`config.mk`:
```
export PLATFORM = sky130hd
export DESIGN_NAME = mem_req_stage
export DESIGN_NICKNAME = d
export VERILOG_FILES = /design/src/rtl/mem_req_stage_pkg.sv /design/src/rtl/mem_req_stage_store_mask_gen.sv /design/src/rtl/mem_req_stage.sv
export SDC_FILE = /design/constraint.sdc
export NUM_CORES = 1
export LEC_CHECK = 0
export ABC_AREA = 1
export BUFFER_PORTS_ARGS = -buffer_cell sky130_fd_sc_hd__buf_2
export CAP_MARGIN = 15
export CORE_AREA = 10 10 197 199
export DETAILED_ROUTE_END_ITERATION = 10
export DIE_AREA = 0 0 207 209
export GPL_ROUTABILITY_DRIVEN = 0
export PLACE_DENSITY_LB_ADDON = 0.3
export SYNTH_ARGS = -nofsm -noshare
export SYNTH_HDL_FRONTEND = slang
export SYNTH_SLANG_ARGS = --single-unit
export TNS_END_PERCENT = 50
```
`constraint.sdc`:
```
create_clock -name clk -period 1.9 [get_ports clk]
set_input_delay 0.095 -clock clk [delete_from_list [all_inputs] [get_ports clk]]
set_output_delay 0.095 -clock clk [all_outputs]
set_load 0.02 [all_outputs]
```
`src/rtl/mem_req_stage_pkg.sv`:
```
// mem_req_stage_pkg: bus widths, FSM state encoding and store-size codes shared by mem_req_stage.
package mem_req_stage_pkg;
   localparam int BUS_64 = 64;
   localparam int BUS_8  = 8;
   localparam logic [1:0] S_IDLE  = 2'd0;
   localparam logic [1:0] S_READ  = 2'd1;
   localparam logic [1:0] S_WRITE = 2'd2;
   localparam logic [1:0] S_RESP  = 2'd3;
   localparam logic [1:0] SZ_B = 2'b00;
   localparam logic [1:0] SZ_H = 2'b01;
   localparam logic [1:0] SZ_W = 2'b10;
   localparam logic [1:0] SZ_D = 2'b11;
endpackage

```
`src/rtl/mem_req_stage_store_mask_gen.sv`:
```
// store_mask_gen: maps the store size to a bit-granular write mask and masks the store data.
module store_mask_gen
   import mem_req_stage_pkg::*;
(
   input  logic [1:0]        size,
   input  logic [BUS_64-1:0] data,
   output logic [BUS_64-1:0] mask,
   output logic [BUS_64-1:0] masked
);
   always_comb begin
      mask = size == SZ_B ? 64'h0000_0000_0000_00FF :
             size == SZ_H ? 64'h0000_0000_0000_FFFF :
             size == SZ_W ? 64'h0000_0000_FFFF_FFFF : '1;
      masked = data & mask;
   end
endmodule

```
`src/rtl/mem_req_stage.sv`:
```
// mem_req_stage: load/store request sequencer in front of mem_stage.
// Optional watchdog via MEMREQ_TIMEOUT_EN (limit TIMEOUT_CYCLES).
module mem_req_stage
   import mem_req_stage_pkg::*;
#(
   parameter int TIMEOUT_CYCLES = 255
) (
   input  logic              clk,
   input  logic              rst,
   input  logic              req_valid,
   output logic              req_ready,
   input  logic              req_load,
   input  logic              req_store,
   input  logic [2:0]        req_funct3,
   input  logic [BUS_64-1:0] req_addr,
   input  logic [BUS_64-1:0] req_wdata,
   output logic              ren,
   output logic [BUS_64-1:0] raddr,
   output logic [2:0]        funct3,
   input  logic [BUS_64-1:0] rdata,
   input  logic              sig_memread_ok,
   output logic              wen,
   output logic [BUS_64-1:0] waddr,
   output logic [BUS_64-1:0] wdata,
   output logic [BUS_64-1:0] wmask,
   input  logic              sig_memwrite_ok,
   output logic              done,
   output logic [BUS_64-1:0] load_data,
   output logic              err
);
   logic [1:0]        state;
   logic [BUS_64-1:0] mask_n, data_n;
   logic              ok;
   assign ok = state == S_READ ? sig_memread_ok : sig_memwrite_ok;
   store_mask_gen u_mask (
      .size  (req_funct3[1:0]),
      .data  (req_wdata),
      .mask  (mask_n),
      .masked(data_n)
   );
`ifdef MEMREQ_TIMEOUT_EN
   logic [BUS_8-1:0] cnt;
`else
   logic unused_timeout;
   assign unused_timeout = ^TIMEOUT_CYCLES;
`endif
   always_ff @(posedge clk) begin
      if (rst) begin
         state     <= S_IDLE;
         req_ready <= 1'b1;
         ren       <= 1'b0;
         wen       <= 1'b0;
         raddr     <= '0;
         waddr     <= '0;
         wdata     <= '0;
         wmask     <= '0;
         funct3    <= '0;
         done      <= 1'b0;
         err       <= 1'b0;
         load_data <= '0;
`ifdef MEMREQ_TIMEOUT_EN
         cnt       <= '0;
`endif
      end else begin
         done <= 1'b0;
         err  <= 1'b0;
         case (state)
            S_IDLE: if (req_valid) begin
               req_ready <= 1'b0;
               raddr     <= req_addr;
               waddr     <= req_addr;
               funct3    <= req_funct3;
               wmask     <= mask_n;
               wdata     <= data_n;
`ifdef MEMREQ_TIMEOUT_EN
               cnt       <= '0;
`endif
               // exactly one of load/store makes a legal request
               if (req_load ^ req_store) begin
                  ren   <= req_load;
                  wen   <= req_store;
                  state <= req_load ? S_READ : S_WRITE;
               end else begin
                  done  <= 1'b1;
                  err   <= 1'b1;
                  state <= S_RESP;
               end
            end
            S_RESP: begin
               req_ready <= 1'b1;
               state     <= S_IDLE;
            end
            default: if (ok) begin
               if (state == S_READ) load_data <= rdata;
               ren   <= 1'b0;
               wen   <= 1'b0;
               done  <= 1'b1;
               state <= S_RESP;
            end
`ifdef MEMREQ_TIMEOUT_EN
            else if (cnt == BUS_8'(TIMEOUT_CYCLES - 1)) begin
               ren   <= 1'b0;
               wen   <= 1'b0;
               done  <= 1'b1;
               err   <= 1'b1;
               state <= S_RESP;
            end else cnt <= cnt + 1'b1;
`endif
         endcase
      end
   end
endmodule

```
Word-level counts from Yosys, hierarchy flattened. Cells that the tools add are included.

Register bits after elaboration: 266. Bits in latches: 0. Bits in writable memories: 0. ROM bits: 0. Bits of input ports: 202. Output and inout port bits: 328. Logic and storage cells: 56. Memories kept: 0.

$add $sub $neg: 0. Multipliers: 0. Div/mod/pow operators: 0. $lt $le $gt $ge: 0. Eq/ne operators: 6. Shifts and indexed selects: 0. Mux-type cells: 22. Bitwise operators: 5. Reductions and logical operators: 12.

Operators by type and width (count): 64-bit two-way mux (3); 64-bit bitwise AND (1); 1-bit two-way mux (10); 2-bit two-way mux (4); 1-bit one-hot mux with 2 select lines (4); 2-bit AND reduction (3); 2-bit by 1-bit == test with 1-bit output, second input constant (2); 2-bit == test, second input constant (2); 2-bit logical NOT (2); 2-bit != test, second input constant (2); 2-bit one-hot mux with 2 select lines (1); 4-bit AND reduction (1); 2-bit nonzero test (2); 2-bit OR reduction (2); 1-bit inverter (3); 3-bit AND reduction (1); 3-bit nonzero test (1); 1-bit XOR (1).

Logic depth before layout (Yosys ltp).
Depth in word-level cells: 5. Gate-level depth with buffers: 9. Depth with buffers taken out: 9.

Hierarchy. Synthesis repeated with hierarchy kept, for this count alone.

Cell total of the unflattened synthesis: 1443. Area, all modules: 10958.0 um^2.

By module, submodules not included: mem_req_stage (times used 1, cells an instance 1251, area an instance 9814.4 um^2); store_mask_gen (times used 1, cells an instance 192, area an instance 1143.6 um^2).

Worst setup path after synthesis. OpenSTA, ideal clock, no wires.

Kind: flip-flop to flip-flop. Start point: register state[0]. End point: register load_data[43]. Library setup time: 128 ps. Arrival time: 1454 ps. Data required time: 1772 ps. Path slack: 317 ps. Stages on the path, launching flop included: 7. Path buffers: 2. Path through: dfxtp_1 inv_1 ha_1 nand3_1 clkbuf_1 clkbuf_1 a21oi_1.

Word-level cells in the longest chain between the ends: 4.

Ends and longest elaborated chain: start, declared (line mem_req_stage.sv:31) `logic [1:0] state;`; start signal, assigned (line mem_req_stage.sv:82) `state <= req_load ? S_READ : S_WRITE;`; 2-bit == test / 2-bit logical NOT (equally long branches) (line mem_req_stage.sv:67) `case (state)`; 2-bit OR reduction (no source line); 1-bit inverter (no source line); 3-bit AND reduction (no source line) (*); end signal, assigned (line mem_req_stage.sv:94) `if (state == S_READ) load_data <= rdata;`; end, declared (line mem_req_stage.sv:28) `output logic [BUS_64-1:0] load_data,`.

Every way passes the cells marked *; elsewhere a longest branch is shown, timed or not. A chain may end at the register's enable or synchronous reset.

Worst setup path in the final report.
Start point: register state[1]. End point: register req_ready.

Word-level cells in the longest chain between the ends: 3.

Ends and longest elaborated chain: 2-bit == test / 2-bit logical NOT (equally long branches) (line mem_req_stage.sv:67); 2-bit nonzero test (no source line) / 2-bit != test (equally long branches); 2-bit AND reduction (no source line); end signal, assigned (line mem_req_stage.sv:50) `req_ready <= 1'b1;`; end signal, assigned (line mem_req_stage.sv:69) `req_ready <= 1'b0;`; end signal, assigned (line mem_req_stage.sv:90) `req_ready <= 1'b1;`; end, declared (line mem_req_stage.sv:11) `output logic req_ready,`.

Parallel ways exist; a longest one is shown, timed or not.

==> results.yml <==
run_status:
  status: "completed"
routing:
  drc_errors: 0
  ant_nets: 0
  vias: 8489
  dr.pass1.iters: 4
  totalWireLength_um: 32800
  wl_per_cell_um: 15.8
  via_per_inst: 4.08
  detail_route.iter0.violations: 303
global_route:
  grt_pass1_vias: 8598
  track_usage_pct: 14.0
  antenna_found_initial: 0
  grt_max_degree: 75
  grt_pass1_wl_um: 50400
  gr-total-overflow: 0
cells_and_area:
  drive_above_1_share_pct: 36.5
  antenna_cells: 0
  num-nets-final: 1814
  area_growth_pct: 60.3
synth:
  synthFlopType: "dfxtp_1"
  netlist_area_um2: 8230
  synth_area_leaders: "dfxtp_1 (50%), buf_4 (12%), nor2_1 (8.6%)"
  synth_area_leader_cell: "dfxtp_1"
  synthDominantCellAreaShare_pct: 50.1
  synthDistinctLibCells: 21
  ys_seq_area_share_pct: 50.1
  ys_ff_latch: 206
  async_flop_share_pct: 0
  synth_edf_count: 0
  synth_area_per_cell_um2: 8.08
  syn_inst: 1019
  yosys_warnings: 0
  syn-num-nets: 1228
clocking:
  clockBufferDepth: 3
  cts_setup_buffers: 0
  htreeDepth: 1
  cts_tree: "done"
  cts_buffers: 24
  clk_latency_ns: 0.51
  clockRootBuffer: "clkbuf_16"
  cts_sinks: 206
  clk_pin_slew_ns: 0.06
timing:
  finalHoldViolations: 0
  fin_crit_ns: 1.78
  fin_tns_setup_ns: 0
  finalSetupViolations: 0
  timing.fmax_mhz: 562
  worst_slack_ns: 0.120
  fin_skew_ns: 0.00958
  final.period_utilization_pct: 93.7
  max-slew-margin-rel_pct: 50.8
  hold_ws_ns: 0.0856
  slew_violations: 0
  rsz0062_at_grt: "false"
  max_slew.worst_pin.slew_ns: 0.736
critical_path:
  cp.required_ns: 2.29
  crit_path_top_delay_cell: "dlygate4sd3_1"
  critPathLaunchType: "flip-flop"
  end_kind: "flip-flop"
  path_class: "flip-flop to flip-flop"
  crit_buf_inv: 3
  critical_path.max_stage_delay_ns: 0.56
  path_cells: "inv_2 -> ha_4 -> inv_1 -> or2_2 -> nand2_1 -> nand3_1 -> dlygate4sd3_1"
  worst-path-max-fanout: 4
  cp.arrival_ns: 2.17
  crit_family: "buffers and inverters"
floorplan:
  rows: 69
  die_area_um2: 43300
  fp.dieH_um: 209
  initial_core_util_pct: 23.5
  die_w_um: 207
  core_area_um2: 35100
  io_pins: 530
run:
  maxCapViolations: 0
place:
  portBuffers: 529
  hpwl_um: 23600
  pre_cts_ws_ns: 0.164
pwr:
  peakVddDrop_uv: 711
  p_leak_nw: 6.46
  pwr_density_cell_nw_per_um2: 1260
min_path:
  hold_path_class: "input port to flip-flop"
-- stage by stage --
stage / cell area (um2) / total power, mW / util (%) / std cells
after global placement: 10500 / 12.0 / 29.8 / 1838
after detailed placement: 10500 / 12.1 / 29.8 / 1838
after CTS: 13200 / 16.8 / 37.6 / 2080
final: 13200 / 16.6 / 37.6 / 2080
after global routing: 13200 / 17.6 / 37.6 / 2080
after floorplan: 8230 / 10.3 / - / 1019
-- area by class of cell --
cell class,count,area (um2)
timing repair buffer,747,4880
tap,461,577
inverter,79,298
multi-input combinational,547,2610
sequential,206,4130
clock inverter,4,20.0
clock buffer,36,687
fill,3570,21900
-- layout by cell type (no fill, tap or decap), types with 4 or more instances in the layout --
cell type | synthesis | layout
dlygate4sd3_1 | 0 | 202
a22oi_1 | 32 | 32
dfxtp_1 | 206 | 205
nand3_1 | 7 | 6
buf_12 | 0 | 7
ha_1 | 7 | 6
clkinv_2 | 0 | 5
inv_2 | 1 | 4
clkbuf_16 | 0 | 25
clkbuf_1 | 39 | 9
buf_2 | 16 | 529
inv_1 | 77 | 74
nand2_1 | 71 | 70
buf_4 | 128 | 9
a21oi_1 | 96 | 96
nor2_1 | 188 | 188
o21ai_0 | 139 | 139
-- sequential cells by signal, summed over array words and instances, names as in the netlist --
name and count:
done 1, err 1, funct3 3, load_data 64, ren 1, req_ready 1, state 2, waddr 64
wdata 64, wen 1, wmask 4
-- power breakdown --
part           total (mW)  switching [mW]  internal [mW]  leakage [nW]
logic                6.56            4.29           2.27          4.43
registers            5.76           0.573           5.19          1.68
clock network        4.25            1.78           2.47         0.349
-- final timing paths --
kind	cells past startpoint	end	from	slack (ns)
max reg2reg	7	req_ready$_SDFFE_PP1P_	state[1]$_SDFFE_PP0P_	0.12
min reg2reg	2	load_data[59]$_SDFFE_PP0P_	load_data[59]$_SDFFE_PP0P_	0.44
max	7	req_ready$_SDFFE_PP1P_	state[1]$_SDFFE_PP0P_	0.12
min	5	wdata[19]$_SDFFE_PP0P_	req_funct3[1]	0.09
-- metal layers --
metal / global-route usage (%) / vias up / part of all wire, %
li1: - / 4309 / -
met1: 15.8 / 3819 / 40
met2: 24.7 / 322 / 49
met3: 4.65 / 39 / 8.0
met4: 3.73 / 0 / 2.4
met5: 0 / - / 0
-- synth_stat cells, drive strengths merged (2+ instances only) --
library cell,number
nand3,7
clkbuf,39
nor2,190
inv,78
dfxtp,206
or2,2
a22oi,32
ha,7
a21oi,96
nand2,72
buf,148
o21ai,139
-- tightest hold or removal path: stages --
cell     delay (ns)
buf_2          0.11
inv_1          0.13
nor2_8         0.10
nand2_1        0.06
a21oi_1        0.05
-- timing repair --
action,4_1_cts,5_1_grt
hold buffers,202,0
gates resized for setup,0,5
hold endpoints to repair,200,0
endpoints found under the setup margin,0,1
-- kinds of logic after synthesis --
family                   count (synthesis)  synth area share (%)
adder cells (fa/ha/maj)                  7                  1.06
flip-flops                             206                  50.1
AO/OA/AOI/OAI                          268                  17.4
AND/OR/NAND/NOR                        272                  12.9
buffers and inverters                  266                  18.6
Note: power is estimated with default switching activity, not from simulation.
